[config.mk]
export PLATFORM = sky130hd
export DESIGN_NAME = debug_uart_tx_flat
export DESIGN_NICKNAME = d
export VERILOG_FILES = /design/src/rtl/debug_uart_pkg.sv /design/src/rtl/debug_uart_if.sv /design/src/rtl/debug_uart_tx_byte.sv /design/src/rtl/debug_uart_tx.sv /design/src/flat_wrapper.sv
export SDC_FILE = /design/constraint.sdc
export NUM_CORES = 1
export LEC_CHECK = 0
export ABC_AREA = 1
export CAP_MARGIN = 20
export CORE_MARGIN = 1
export CORE_UTILIZATION = 25
export DETAILED_ROUTE_END_ITERATION = 7
export GPL_TIMING_DRIVEN = 0
export PLACE_DENSITY = 0.45
export SLEW_MARGIN = 20
export SYNTH_ARGS = -nofsm -noshare
export SYNTH_HDL_FRONTEND = slang
export SYNTH_SLANG_ARGS = --single-unit
[constraint.sdc]
create_clock -name clk -period 1.4 [get_ports clk]
set_input_delay 0.14 -clock clk [delete_from_list [all_inputs] [get_ports clk]]
set_output_delay 0.14 -clock clk [all_outputs]
set_load 0.005 [all_outputs]
[src/rtl/debug_uart_pkg.sv]
// debug_uart_pkg: shared types and constants for the debug UART transmitter.
//   state_t     - FSM states used by the framer (IDLE/GATE/START) and the
//                 bit serializer (IDLE/START/DATA/STOP)
//   SYNC_BYTE   - first byte of every frame
//   FRAME_BYTES - bytes per frame (sync + 2 x 16-bit values)
//   frame_byte  - selects the byte to send for a given frame position
package debug_uart_pkg;

    typedef enum logic [2:0] {
        IDLE  = 3'd0,
        GATE  = 3'd1,
        START = 3'd2,
        DATA  = 3'd3,
        STOP  = 3'd4
    } state_t;

    localparam logic [7:0] SYNC_BYTE   = 8'hA5;
    localparam int         FRAME_BYTES = 5;

    // Snapshot layout is {ac, md}; high byte of each value goes first.
    function automatic logic [7:0] frame_byte(input logic [2:0]  idx,
                                              input logic [31:0] snap);
        logic [7:0] b;
        case (idx)
            3'd0:    b = SYNC_BYTE;
            3'd1:    b = snap[31:24];
            3'd2:    b = snap[23:16];
            3'd3:    b = snap[15:8];
            3'd4:    b = snap[7:0];
            default: b = 8'hFF;
        endcase
        return b;
    endfunction

endpackage

[src/rtl/debug_uart_if.sv]
// debug_uart_if: snapshot request handshake between the CPU side and the
// debug transmitter.
//   snap_valid - source requests a frame with the current ac_in/md_in
//   snap_ready - transmitter can accept a snapshot
//   ac_in      - 16-bit accumulator value
//   md_in      - 16-bit memory-data value
interface debug_uart_if;
    logic        snap_valid;
    logic        snap_ready;
    logic [15:0] ac_in;
    logic [15:0] md_in;

    modport master (output snap_valid, output ac_in, output md_in, input snap_ready);
    modport slave  (input snap_valid, input ac_in, input md_in, output snap_ready);
endinterface

[src/rtl/debug_uart_tx_byte.sv]
// uart_tx_byte: 8N1 serializer for one byte.
//   clk, rst_n - clock, asynchronous active-low reset
//   load       - start sending data (honoured only while idle)
//   data       - byte to send, LSB first
//   line       - registered serial output, idles high
//   done       - high during the final cycle of the stop bit
module uart_tx_byte
    import debug_uart_pkg::*;
#(
    parameter int CLKS_PER_BIT = 100
) (
    input  logic       clk,
    input  logic       rst_n,
    input  logic       load,
    input  logic [7:0] data,
    output logic       line,
    output logic       done
);

    localparam int             CW       = (CLKS_PER_BIT > 1) ? $clog2(CLKS_PER_BIT) : 1;
    localparam logic [CW-1:0]  CNT_LAST = CW'(CLKS_PER_BIT - 1);

    state_t        state_r, state_next;
    logic [CW-1:0] cnt_r, cnt_next;
    logic [3:0]    bit_r, bit_next;      // 0 = start, 1..8 = data, 9 = stop
    logic [7:0]    shift_r, shift_next;
    logic          line_r, line_next;

    // Next-state logic: line_next is the level for the bit that begins next cycle.
    always_comb begin
        state_next = state_r;
        cnt_next   = cnt_r;
        bit_next   = bit_r;
        shift_next = shift_r;
        line_next  = line_r;
        case (state_r)
            IDLE: begin
                if (load) begin
                    state_next = START;
                    cnt_next   = '0;
                    bit_next   = 4'd0;
                    shift_next = data;
                    line_next  = 1'b0;
                end else begin
                    line_next  = 1'b1;
                end
            end
            START, DATA, STOP: begin
                if (cnt_r == CNT_LAST) begin
                    cnt_next = '0;
                    if (bit_r == 4'd9) begin
                        state_next = IDLE;
                        line_next  = 1'b1;
                    end else if (bit_r == 4'd8) begin
                        bit_next   = bit_r + 4'd1;
                        state_next = STOP;
                        line_next  = 1'b1;
                    end else begin
                        bit_next   = bit_r + 4'd1;
                        state_next = DATA;
                        line_next  = shift_r[0];
                        shift_next = {1'b0, shift_r[7:1]};
                    end
                end else begin
                    cnt_next = cnt_r + CW'(1);
                end
            end
            default: begin
                state_next = IDLE;
                line_next  = 1'b1;
            end
        endcase
    end

    // Serializer state register; line resets high so reset silences the wire at once.
    always_ff @(posedge clk or negedge rst_n) begin
        if (!rst_n) begin
            state_r <= IDLE;
            cnt_r   <= '0;
            bit_r   <= 4'd0;
            shift_r <= 8'h00;
            line_r  <= 1'b1;
        end else begin
            state_r <= state_next;
            cnt_r   <= cnt_next;
            bit_r   <= bit_next;
            shift_r <= shift_next;
            line_r  <= line_next;
        end
    end

    assign line = line_r;
    assign done = (state_r == STOP) && (cnt_r == CNT_LAST);

endmodule

[src/rtl/debug_uart_tx.sv]
// debug_uart_tx: snapshots ac/md and streams A5,ac_hi,ac_lo,md_hi,md_lo as
// 8N1 bytes to the AVR, checking avr_rx_busy before each byte.
//   clk, rst_n  - system clock, asynchronous active-low reset
//   snap        - snapshot handshake (slave side)
//   avr_rx      - serial line to the AVR, idles high
//   avr_rx_busy - AVR buffer full, asynchronous to clk
//   tx_active   - high from acceptance until the last stop bit ends
module debug_uart_tx
    import debug_uart_pkg::*;
#(
    parameter int CLK_HZ = 50_000_000,
    parameter int BAUD   = 500_000
) (
    input  logic         clk,
    input  logic         rst_n,
    debug_uart_if.slave  snap,
    output logic         avr_rx,
    input  logic         avr_rx_busy,
    output logic         tx_active
);

    localparam int CLKS_PER_BIT = CLK_HZ / BAUD;

    state_t      state_r, state_next;
    logic [2:0]  byte_idx_r, byte_idx_next;
    logic [31:0] snap_r, snap_next;
    logic        ready_r, active_r;
    logic        busy_meta_r, busy_s;
    logic        load_s, done_s, line_s;

    // Busy synchronizer; resets to "busy" so nothing goes out before the AVR is seen.
    always_ff @(posedge clk or negedge rst_n) begin
        if (!rst_n) begin
            busy_meta_r <= 1'b1;
            busy_s      <= 1'b1;
        end else begin
            busy_meta_r <= avr_rx_busy;
            busy_s      <= busy_meta_r;
        end
    end

    // Framer next-state logic: IDLE -> GATE -> START (byte in flight) per byte.
    always_comb begin
        state_next    = state_r;
        byte_idx_next = byte_idx_r;
        snap_next     = snap_r;
        load_s        = 1'b0;
        case (state_r)
            IDLE: begin
                if (snap.snap_valid && ready_r) begin
                    snap_next     = {snap.ac_in, snap.md_in};
                    byte_idx_next = 3'd0;
                    state_next    = GATE;
                end else begin
                    state_next    = IDLE;
                end
            end
            GATE: begin
                if (!busy_s) begin
                    load_s     = 1'b1;
                    state_next = START;
                end else begin
                    state_next = GATE;
                end
            end
            START: begin
                if (done_s) begin
                    if (byte_idx_r == 3'(FRAME_BYTES - 1)) begin
                        state_next = IDLE;
                    end else begin
                        byte_idx_next = byte_idx_r + 3'd1;
                        state_next    = GATE;
                    end
                end else begin
                    state_next = START;
                end
            end
            default: begin
                state_next = IDLE;
            end
        endcase
    end

    // Framer registers; ready/active are registered from the next state.
    always_ff @(posedge clk or negedge rst_n) begin
        if (!rst_n) begin
            state_r    <= IDLE;
            byte_idx_r <= 3'd0;
            snap_r     <= 32'h0000_0000;
            ready_r    <= 1'b1;
            active_r   <= 1'b0;
        end else begin
            state_r    <= state_next;
            byte_idx_r <= byte_idx_next;
            snap_r     <= snap_next;
            ready_r    <= (state_next == IDLE);
            active_r   <= (state_next != IDLE);
        end
    end

    uart_tx_byte #(.CLKS_PER_BIT(CLKS_PER_BIT)) u_byte (
        .clk   (clk),
        .rst_n (rst_n),
        .load  (load_s),
        .data  (frame_byte(byte_idx_r, snap_r)),
        .line  (line_s),
        .done  (done_s)
    );

    assign avr_rx          = line_s;
    assign tx_active       = active_r;
    assign snap.snap_ready = ready_r;

endmodule

[src/flat_wrapper.sv]
// flat-port wrapper written by rule: the top's interface ports become plain ports
module debug_uart_tx_flat import debug_uart_pkg::*;
#(
    parameter int CLK_HZ = 50_000_000,
    parameter int BAUD   = 500_000
)
  (clk, rst_n, avr_rx, avr_rx_busy, tx_active, snap_snap_valid, snap_ac_in, snap_md_in, snap_snap_ready);
  debug_uart_if snap_i ();
  input  logic clk;
  input  logic rst_n;
  output logic avr_rx;
  input  logic avr_rx_busy;
  output logic tx_active;
  input wire logic [$bits(snap_i.snap_valid)-1:0] snap_snap_valid;
  input wire logic [$bits(snap_i.ac_in)-1:0] snap_ac_in;
  input wire logic [$bits(snap_i.md_in)-1:0] snap_md_in;
  output wire logic [$bits(snap_i.snap_ready)-1:0] snap_snap_ready;
  assign snap_i.snap_valid = snap_snap_valid;
  assign snap_i.ac_in = snap_ac_in;
  assign snap_i.md_in = snap_md_in;
  assign snap_snap_ready = snap_i.snap_ready;
  debug_uart_tx #(.CLK_HZ(CLK_HZ), .BAUD(BAUD)) u_core (.clk(clk), .rst_n(rst_n), .snap(snap_i), .avr_rx(avr_rx), .avr_rx_busy(avr_rx_busy), .tx_active(tx_active));
endmodule
### After elaboration in Yosys (flattened, before gate mapping)

Cells that the tools add are included.

* add/subtract/negate cells: 3
* multiplexer cells: 34
* eq/ne operators: 19
* reductions and logical operators: 16

Operators with widths (number)
* $pmux 8 s5: 1
* $mux 8: 4
* $mux 3: 7
* $pmux 8 s2: 1
* $eq 3x2->1 const B: 5
* $mux 7: 2
* $pmux 7 s2: 1
* $logic_not 3->1: 4
* $mux 4: 3
* $pmux 3 s2: 2
* $pmux 3 s3: 1
* $eq 4x4->1 const B: 2
* $mux 1: 8
* $ne 2x2->1 const B: 4
* $pmux 4 s2: 1
* $reduce_and 4->1: 2
* $add 7x1->7 const B: 1
* $eq 7x7->1 const B: 1
* $eq 3x1->1 const B: 2
* $eq 3x3->1 const B: 2
* $ne 2x1->1 const B: 3
* $reduce_and 2->1: 3
* $reduce_and 5->1: 1
* $add 4x1->4 const B: 1
* 7 further kinds: 10

* bits of input ports: 36
* output and inout bits: 3
* bits in registers: 65
* logic and storage cells: 84

### Longest topological paths before layout

Gate-level depths: netlist of run 1.

* depth in word-level cells: 5
* depth in mapped cells: 10
* mapped depth without buffers: 10

### Modules after synthesis

Synthesis of run 1 repeated with hierarchy kept, for this count alone.

* cell total of the unflattened synthesis: 431
* area, all modules: 3410.8 µm²

Modules (own cells, without submodules)
* debug_uart_tx: instances 1, area each 2075.7 µm², seq. area each 1029.7 µm², cells an instance 257
* uart_tx_byte: instances 1, area each 1335.0 µm², seq. area each 576.8 µm², cells an instance 174

### Least setup slack after synthesis of run 1

OpenSTA, ideal clock, no wires.

* path type: reg2reg
* from: reg u_core.byte_idx_r[0]
* to: reg u_core.u_byte.shift_r[4]
* library setup time: 0.117 ns
* cell stages (with the launch flop): 10
* period minus slack after synthesis: 1.447 ns
* arrival: 1.330 ns
* setup slack: -0.047 ns
* buffers on the path: 1
* required time: 1.283 ns
* path through: dfrtp_1 -> ha_1 -> ha_1 -> clkbuf_1 -> nand2_1 -> o21ai_0 -> nor2_1 -> nand3_1 -> nand3_1 -> nand2_1

* cells in the longest elaborated chain, start to end: 4
* elaborated cells between the ends (all ways): 8
* classes of those cells: eq/ne: 4; mux: 3; reduce/logical: 1

Ends and longest elaborated chain
* start, declared: RTL line debug_uart_tx.sv:25 `logic [2:0] byte_idx_r, byte_idx_next;`
* start signal, assigned: RTL line debug_uart_tx.sv:94 `byte_idx_r <= byte_idx_next;`
* $eq 3x3->1 (tied with other cells): RTL line debug_uart_pkg.sv:24 `case (idx)`
* $pmux 8 s5 (*): RTL line debug_uart_pkg.sv:24
* $mux 8 (*): RTL line debug_uart_tx_byte.sv:38 `if (load) begin`
* $pmux 8 s2 (*): RTL line debug_uart_tx_byte.sv:36 `case (state_r)`
* end signal, assigned: RTL line debug_uart_tx_byte.sv:87 `shift_r <= shift_next;`
* end, declared: RTL line debug_uart_tx_byte.sv:26 `logic [7:0] shift_r, shift_next;`

Mark *: on every way between the ends. The rest lies on a longest branch, timed or not. The select of a mux whose other input is x is not followed.
A chain may end at the register's enable or synchronous reset.

### Worst setup path in the final report of run 1

* from: reg u_core.byte_idx_r[1]
* to: reg u_core.u_byte.shift_r[0]

The elaborated chain is that of the path after synthesis.

==> impl_metrics.py, run 1 <==
metrics = {
    "sta": {
        "fin_skew_ps": 8.79,
        "fin_crit_sh_pct": 106,
        "tns_ps": -509,
        "post-route-min-period_ps": 1480,
        "fmax_mhz": 676,
        "hold_slack_ps": 230,
        "setup_viol": 8,
        "timing.final.ws_setup_ps": -80.4,
        "tightest_slew_ps": 298,
        "hold_viol": 0,
        "drv_slew": 0,
        "grt_setup_unrepaired": "true",
        "slew_headroom_pct": 80.1,
    },
    "setup_path": {
        "crit_arrival_ps": 1690,
        "crit_chain": "ha_4, inv_2, nor2_4, buf_12, nand2_1, nand2_1, nor2_2, nand3_2, nand3_1, nand2_1",
        "crit_slowest_cell": "dfrtp_2",
        "required_ps": 1610,
        "path_class": "reg -> reg",
        "endpoint_kind": "register",
        "crit_buf_inv": 2,
        "crit_path_max_incr_delay_ps": 470,
        "cpLargestDelayFamily": "simple AND/OR/NAND/NOR gates",
        "path_max_fanout": 5,
        "crit_top_cell": "nand2_1",
        "cp-start-kind": "register",
    },
    "place": {
        "place_ws_ps": -231,
        "gp_congestion": 0.763,
        "portBuffers": 38,
        "hpwl_mm": 5.51,
        "placed_area_sq_um": 4030,
        "dp_cells": 567,
    },
    "cells_and_area": {
        "final_layout_size_suffix_gt1_share_pct": 41.6,
        "final-seq-area_sq_um": 1610,
        "antenna_cells": 0,
        "fin_util_pct": 37.8,
        "area_delta_synth_final_pct": 48.0,
        "multiInputGateArea_sq_um": 1920,
        "final_cell_area_sq_um": 4990,
        "stdcell_count": 614,
        "fillers": 1297,
        "nNetsFinal": 478,
    },
    "floorplanning": {
        "core_area_sq_um": 13200,
        "num_rows": 42,
        "ioPinCount": 39,
        "fp.dieH_um": 118,
        "die_area_sq_um": 14000,
        "start_util_pct": 25.6,
        "die_x_um": 118,
    },
    "power_and_ir_drop": {
        "p_seq_share_pct": 43.6,
        "power_frac_comb_pct": 3.6,
        "power_density_nw_per_um2": 853,
        "design_power_total_mw": 4.26,
        "p_sw_mw": 0.882,
        "p_leak_nw": 2.31,
        "peakVddDrop_uv": 688,
        "p_int_mw": 3.38,
        "sw_frac_of_total_pct": 20.7,
        "clockPowerShare_pct": 52.8,
    },
    "grt": {
        "grt_remaining_overflow": 0,
        "grt_pass1_vias": 2786,
        "antenna_found_initial": 0,
        "grt_pass1_wl_mm": 13.5,
        "grt_max_degree": 47,
        "globalRouteTotalUtil_pct": 12.1,
    },
    "synthesis": {
        "yosysSeqAreaShare_pct": 47.6,
        "synth_enable_flop_cells": 0,
        "synth_cells": 352,
        "synth_seq_cells": 64,
        "synth_fp_nets": 397,
        "netlist_area_sq_um": 3370,
        "synthArstFlopShare_pct": 100,
        "synth_cell_types": 36,
        "syn_avg_cell_area_sq_um": 9.58,
        "synth-main-ff-cell": "dfrtp_1",
        "yosysWarnings": 0,
    },
    "drt": {
        "route.detailed.drc": 0,
        "wl_mm": 8.00,
        "num_vias": 2655,
        "wl_per_cell_um": 13.0,
        "via_per_inst": 4.32,
        "dr.pass1.iters": 4,
        "drtIter0Drc": 83,
        "drtAntennaViolNets": 0,
    },
    "clocking": {
        "tritoncts": "built",
        "clk-insertion-delay-late_ps": 320,
        "numClockSinks": 64,
        "clk_pin_slew_ps": 60,
        "clock_path_buffers": 2,
        "cts_max_level": 3,
        "root_buffer": "clkbuf_16",
        "numCtsBuffers": 9,
    },
    "run_status": {
        "violations": "negative setup slack",
        "status": "complete, but fails checks",
    },
    "flow_run": {
        "drv_cap": 0,
    },
    "hold_path": {
        "hp-class": "in -> reg",
    },
}
## cells by family after synthesis
kind of cell             count (synthesis)  share of synthesized area [%]
AO/OA/AOI/OAI                           22                           3.52
XOR/XNOR                                 2                          0.519
adder cells (fa/ha/maj)                  9                           3.34
buffers and inverters                   40                           5.16
flip-flops                              64                           47.6
multiplexers                            30                           10.0
AND/OR/NAND/NOR                        185                           29.8
## final timing paths
check | startpoint | end | slack (ps) | cells past startpoint
worst min register to register | u_core.busy_meta_r$_DFF_PN1_ | u_core.busy_s$_DFF_PN1_ | 360 | 0
worst max register to register | u_core.byte_idx_r[1]$_DFFE_PN0P_ | u_core.u_byte.shift_r[0]$_DFFE_PN0P_ | -80 | 10
max in group asynchronous | rst_n | u_core.busy_meta_r$_DFF_PN1_ | 580 | 3
worst min-delay path | avr_rx_busy | u_core.busy_meta_r$_DFF_PN1_ | 230 | 1
min in group asynchronous | rst_n | u_core.snap_r[2]$_DFFE_PN0P_ | 250 | 2
worst max-delay path | u_core.byte_idx_r[1]$_DFFE_PN0P_ | u_core.u_byte.shift_r[0]$_DFFE_PN0P_ | -80 | 10
## cell type report
class / instances / share of cell area [%]
buffer: 5 / 1.65
clock buffer: 11 / 4.86
clock inverter: 5 / 1.15
inverter: 34 / 2.86
multi-input combinational: 248 / 38.5
sequential: 64 / 32.3
tap: 176 / 4.41
timing repair buffer: 71 / 14.3
## layer usage
layer | track usage (%) | vias up | wire length (um)
met3 | 1.98 | 10 | 227
li1 | - | 1314 | -
met4 | 4.33 | 0 | 114
met5 | 0 | - | 0
met1 | 15.5 | 1288 | 3720
met2 | 20.6 | 43 | 3930
## power groups by stage
stage / clock, mW / sequential, mW / combinational [mW]
3_3_place_gp: 0 / 1.89 / 0.143
3_5_place_dp: 0 / 1.89 / 0.154
5_1_grt: 2.41 / 1.86 / 0.167
4_1_cts: 2.31 / 1.86 / 0.156
2_1_floorplan: 0 / 1.89 / 0.00177
6_report: 2.25 / 1.86 / 0.152
## sequential cells by signal (all words and copies together), names as in the netlist, 2 cells and up
signal,count
u_core.state_r,2
u_core.u_byte.shift_r,8
u_core.u_byte.cnt_r,7
u_core.byte_idx_r,3
u_core.u_byte.bit_r,4
u_core.snap_r,32
u_core.u_byte.state_r,3
## synth_stat cells (all sizes together) (2+ instances only)
master | n | area [sq um]
nand2 | 102 | 480
dfrtp | 60 | 1500
nand3 | 40 | 233
inv | 34 | 133
mux2 | 30 | 338
nor2 | 27 | 173
o21ai | 16 | 80.1
ha | 9 | 113
or2 | 7 | 43.8
nand4 | 6 | 52.6
buf | 5 | 37.5
dfstp | 4 | 105
a21oi | 3 | 15.0
nand3b | 2 | 18.8
## cell usage in the layout, fill, tap and decap left out, drive strengths merged, types with 4 or more instances in the layout
| cell | n |
|---|---|
| ha | 9 |
| buf | 37 |
| nand4 | 6 |
| dfstp | 4 |
| mux2 | 30 |
| clkdlybuf4s50 | 35 |
| nand2 | 102 |
| clkbuf | 12 |
| nand3 | 40 |
| inv | 34 |
| o21ai | 16 |
| nor2 | 27 |
| dfrtp | 60 |
| or2 | 7 |
## timing repair
item                                    4_1_cts  5_1_grt
endpoints found under the setup margin       51       36
gates resized for setup                      49       53
pin swaps                                    14       26
buffers inserted                             17       13
cloned                                        0        1
hold endpoints to repair                     18        0
hold buffers                                  1        0
## worst register-to-register path, stage by stage, from the launching register on
cell,delay [ps]
dfrtp_2,470
ha_4,190
inv_2,60
nor2_4,50
buf_12,130
nand2_1,50
nand2_1,70
nor2_2,120
nand3_2,90
nand3_1,90
nand2_1,50
No activity file was read; power rests on OpenSTA's default activity.
==> inputs of run 2 (changes only) <==
--- a/config.mk
+++ b/config.mk
@@ -6,12 +6,14 @@
 export NUM_CORES = 1
 export LEC_CHECK = 0
 export ABC_AREA = 1
+export ABC_CLOCK_PERIOD_IN_PS = 1900
 export CAP_MARGIN = 20
 export CORE_MARGIN = 1
 export CORE_UTILIZATION = 25
 export DETAILED_ROUTE_END_ITERATION = 7
 export GPL_TIMING_DRIVEN = 0
-export PLACE_DENSITY = 0.45
+export PLACE_DENSITY = 0.44
+export RECOVER_POWER = 100
 export SLEW_MARGIN = 20
 export SYNTH_ARGS = -nofsm -noshare
 export SYNTH_HDL_FRONTEND = slang
==> constraint.sdc (replaced) <==
create_clock -name clk -period 1.9 [get_ports clk]
set_input_delay 0.19 -clock clk [delete_from_list [all_inputs] [get_ports clk]]
set_output_delay 0.19 -clock clk [all_outputs]
set_load 0.005 [all_outputs]
==> impl_metrics.py, run 2 (synthesized netlist as in run 1, its figures left out) <==
metrics = {
    "run_status": {
        "status": "finished clean",
    },
    "cells_and_area": {
        "final-seq-area_sq_um": 1610,
        "fin_util_pct": 32.1,
        "reg_top3": "u_core.snap_r x32, u_core.u_byte.shift_r x8, u_core.u_byte.cnt_r x7",
        "largest-register": "u_core.snap_r",
        "area_delta_synth_final_pct": 25.4,
        "final_layout_size_suffix_gt1_share_pct": 18.7,
        "fillers": 1363,
        "antenna_cells": 0,
        "mostFrequentLayoutCell": "nand2_1",
        "nNetsFinal": 447,
        "multiInputGateArea_sq_um": 1540,
        "final_cell_mix": "nand2_1 (92), dfrtp_1 (60), nand3_1 (36), clkdlybuf4s50_1 (33), inv_1 (27)",
        "largest_reg_flops": 32,
    },
    "clocking": {
        "cts_max_level": 3,
        "tritoncts": "built",
        "root_buffer": "clkbuf_16",
        "numClockSinks": 64,
        "clock_path_buffers": 2,
        "clk_pin_slew_ps": 50,
        "numCtsBuffers": 9,
        "clk-insertion-delay-late_ps": 330,
    },
    "floorplanning": {
        "fp.dieH_um": 118,
        "die_area_sq_um": 14000,
        "start_util_pct": 25.6,
        "core_area_sq_um": 13200,
        "ioPinCount": 39,
        "die_x_um": 118,
        "num_rows": 42,
    },
    "drt": {
        "via_per_inst": 4.20,
        "dr.pass1.iters": 4,
        "wl_per_cell_um": 12.6,
        "num_vias": 2451,
        "wl_mm": 7.36,
        "drtIter0Drc": 79,
        "drtAntennaViolNets": 0,
        "route.detailed.drc": 0,
    },
    "sta": {
        "setup_viol": 0,
        "hold_viol": 0,
        "post-route-min-period_ps": 1710,
        "fmax_mhz": 585,
        "fin_crit_sh_pct": 89.9,
        "tightest_slew_ps": 1050,
        "timing.final.ws_setup_ps": 191,
        "drv_slew": 0,
        "slew_headroom_pct": 30.0,
        "fin_skew_ps": 7.02,
        "grt_setup_unrepaired": "false",
    },
    "place": {
        "gp_congestion": 0.788,
        "hpwl_mm": 5.52,
        "portBuffers": 38,
        "place_ws_ps": 153,
    },
    "grt": {
        "globalRouteTotalUtil_pct": 12.0,
        "grt_pass1_vias": 2633,
        "antenna_found_initial": 0,
        "grt_remaining_overflow": 0,
        "grt_pass1_wl_mm": 12.9,
        "grt_max_degree": 48,
    },
    "setup_path": {
        "endpoint_kind": "register",
        "required_ps": 2170,
        "path_class": "reg -> reg",
        "cp-start-kind": "register",
        "r2r_cells": 9,
        "crit_path_end": "u_core.u_byte.bit_r[1]$_DFFE_PN0P_",
        "path_max_fanout": 6,
        "r2r_start": "u_core.u_byte.cnt_r[0]$_DFFE_PN0N_",
        "crit_start": "u_core.u_byte.cnt_r[0]$_DFFE_PN0N_",
        "r2r_slack_ps": 190,
        "timing.rr.end": "u_core.u_byte.bit_r[1]$_DFFE_PN0P_",
        "crit_arrival_ps": 1970,
    },
    "flow_run": {
        "drv_cap": 0,
    },
    "hold_path": {
        "hp-class": "reg -> reg",
    },
    "power_and_ir_drop": {
        "p_leak_nw": 2.05,
        "peakVddDrop_uv": 309,
        "power_density_nw_per_um2": 736,
    },
}
==> run 2: cell types whose count changed in the layout (fill, tap and decap cells not counted), moves of 7 or more <==
cell,change
nand2_2,-12
nand2_1,+19
ha_4,-7
inv_1,+7
buf_4,-25
ha_1,+7
nor2_1,+10
nand3_1,+14
mux2_4,-7
nand3_2,-13
mux2_1,+7
==> run 2: cell type report <==
type                            instances  share of cell area, %
Tap cell                              176                   5.21
Sequential cell                        64                   38.0
Clock buffer                            9                   5.32
Timing Repair Buffer                   40                   9.35
Multi-Input combinational cell        248                   36.5
Buffer                                  5                  0.828
Clock inverter                          7                   1.72
Inverter                               34                   3.14
==> run 2: through the flow <==
step                power [mW]  cell area, sq um  instances  hold WS (ps)  setup TNS, ps
floorplan                 1.39              3370        352          -106              0
global placement          1.50              3970        566           349        -102410
detailed placement        1.51              4000        567          95.4              0
CTS                       3.19              4310        584           260              0
global route              3.25              4230        583           363              0
finish                    3.12              4230        583           356              0
==> run 2: worst min-delay path by stage <==
stage,from,depth (start not counted),end
after floorplan,rst_n,0,u_core.byte_idx_r[0]$_DFFE_PN0P_
after global placement,u_core.busy_meta_r$_DFF_PN1_,0,u_core.busy_s$_DFF_PN1_
after detailed placement,rst_n,1,u_core.u_byte.cnt_r[3]$_DFFE_PN0N_
after CTS,avr_rx_busy,1,u_core.busy_meta_r$_DFF_PN1_
after global routing,u_core.busy_meta_r$_DFF_PN1_,0,u_core.busy_s$_DFF_PN1_
final,u_core.busy_meta_r$_DFF_PN1_,0,u_core.busy_s$_DFF_PN1_
==> run 2: repair_timing <==
| action | 4_1_cts | 5_1_grt |
|---|---|---|
| hold endpoints to repair | 16 | 0 |
| setup endpoints to repair | 0 | 5 |
| resized for setup | 0 | 1 |
| hold buffers | 1 | 0 |
| buffers inserted | 0 | 0 |
==> run 2: routing by layer <==
| layer | vias up | GRT usage (%) | wire (um) |
|---|---|---|---|
| li1 | 1245 | - | - |
| met1 | 1161 | 14.0 | 3420 |
| met2 | 39 | 20.9 | 3630 |
| met3 | 6 | 3.23 | 243 |
| met4 | 0 | 4.09 | 68 |
| met5 | - | 0 | 0 |
==> run 2: report_power, final <==
part           switching [mW]  internal, mW
Clock                   0.629          1.01
Combinational          0.0397        0.0646
Sequential           0.000490          1.37
Total                   0.670          2.45
==> run 2: critical path, stage by stage (launching register included) <==
cell	delay, ps
dfrtp_1	390
ha_1	290
nand2_1	170
nor2_8	150
inv_4	50
nand2_1	140
nand2_1	170
nor2_4	160
nand2_1	70
nand2_1	60
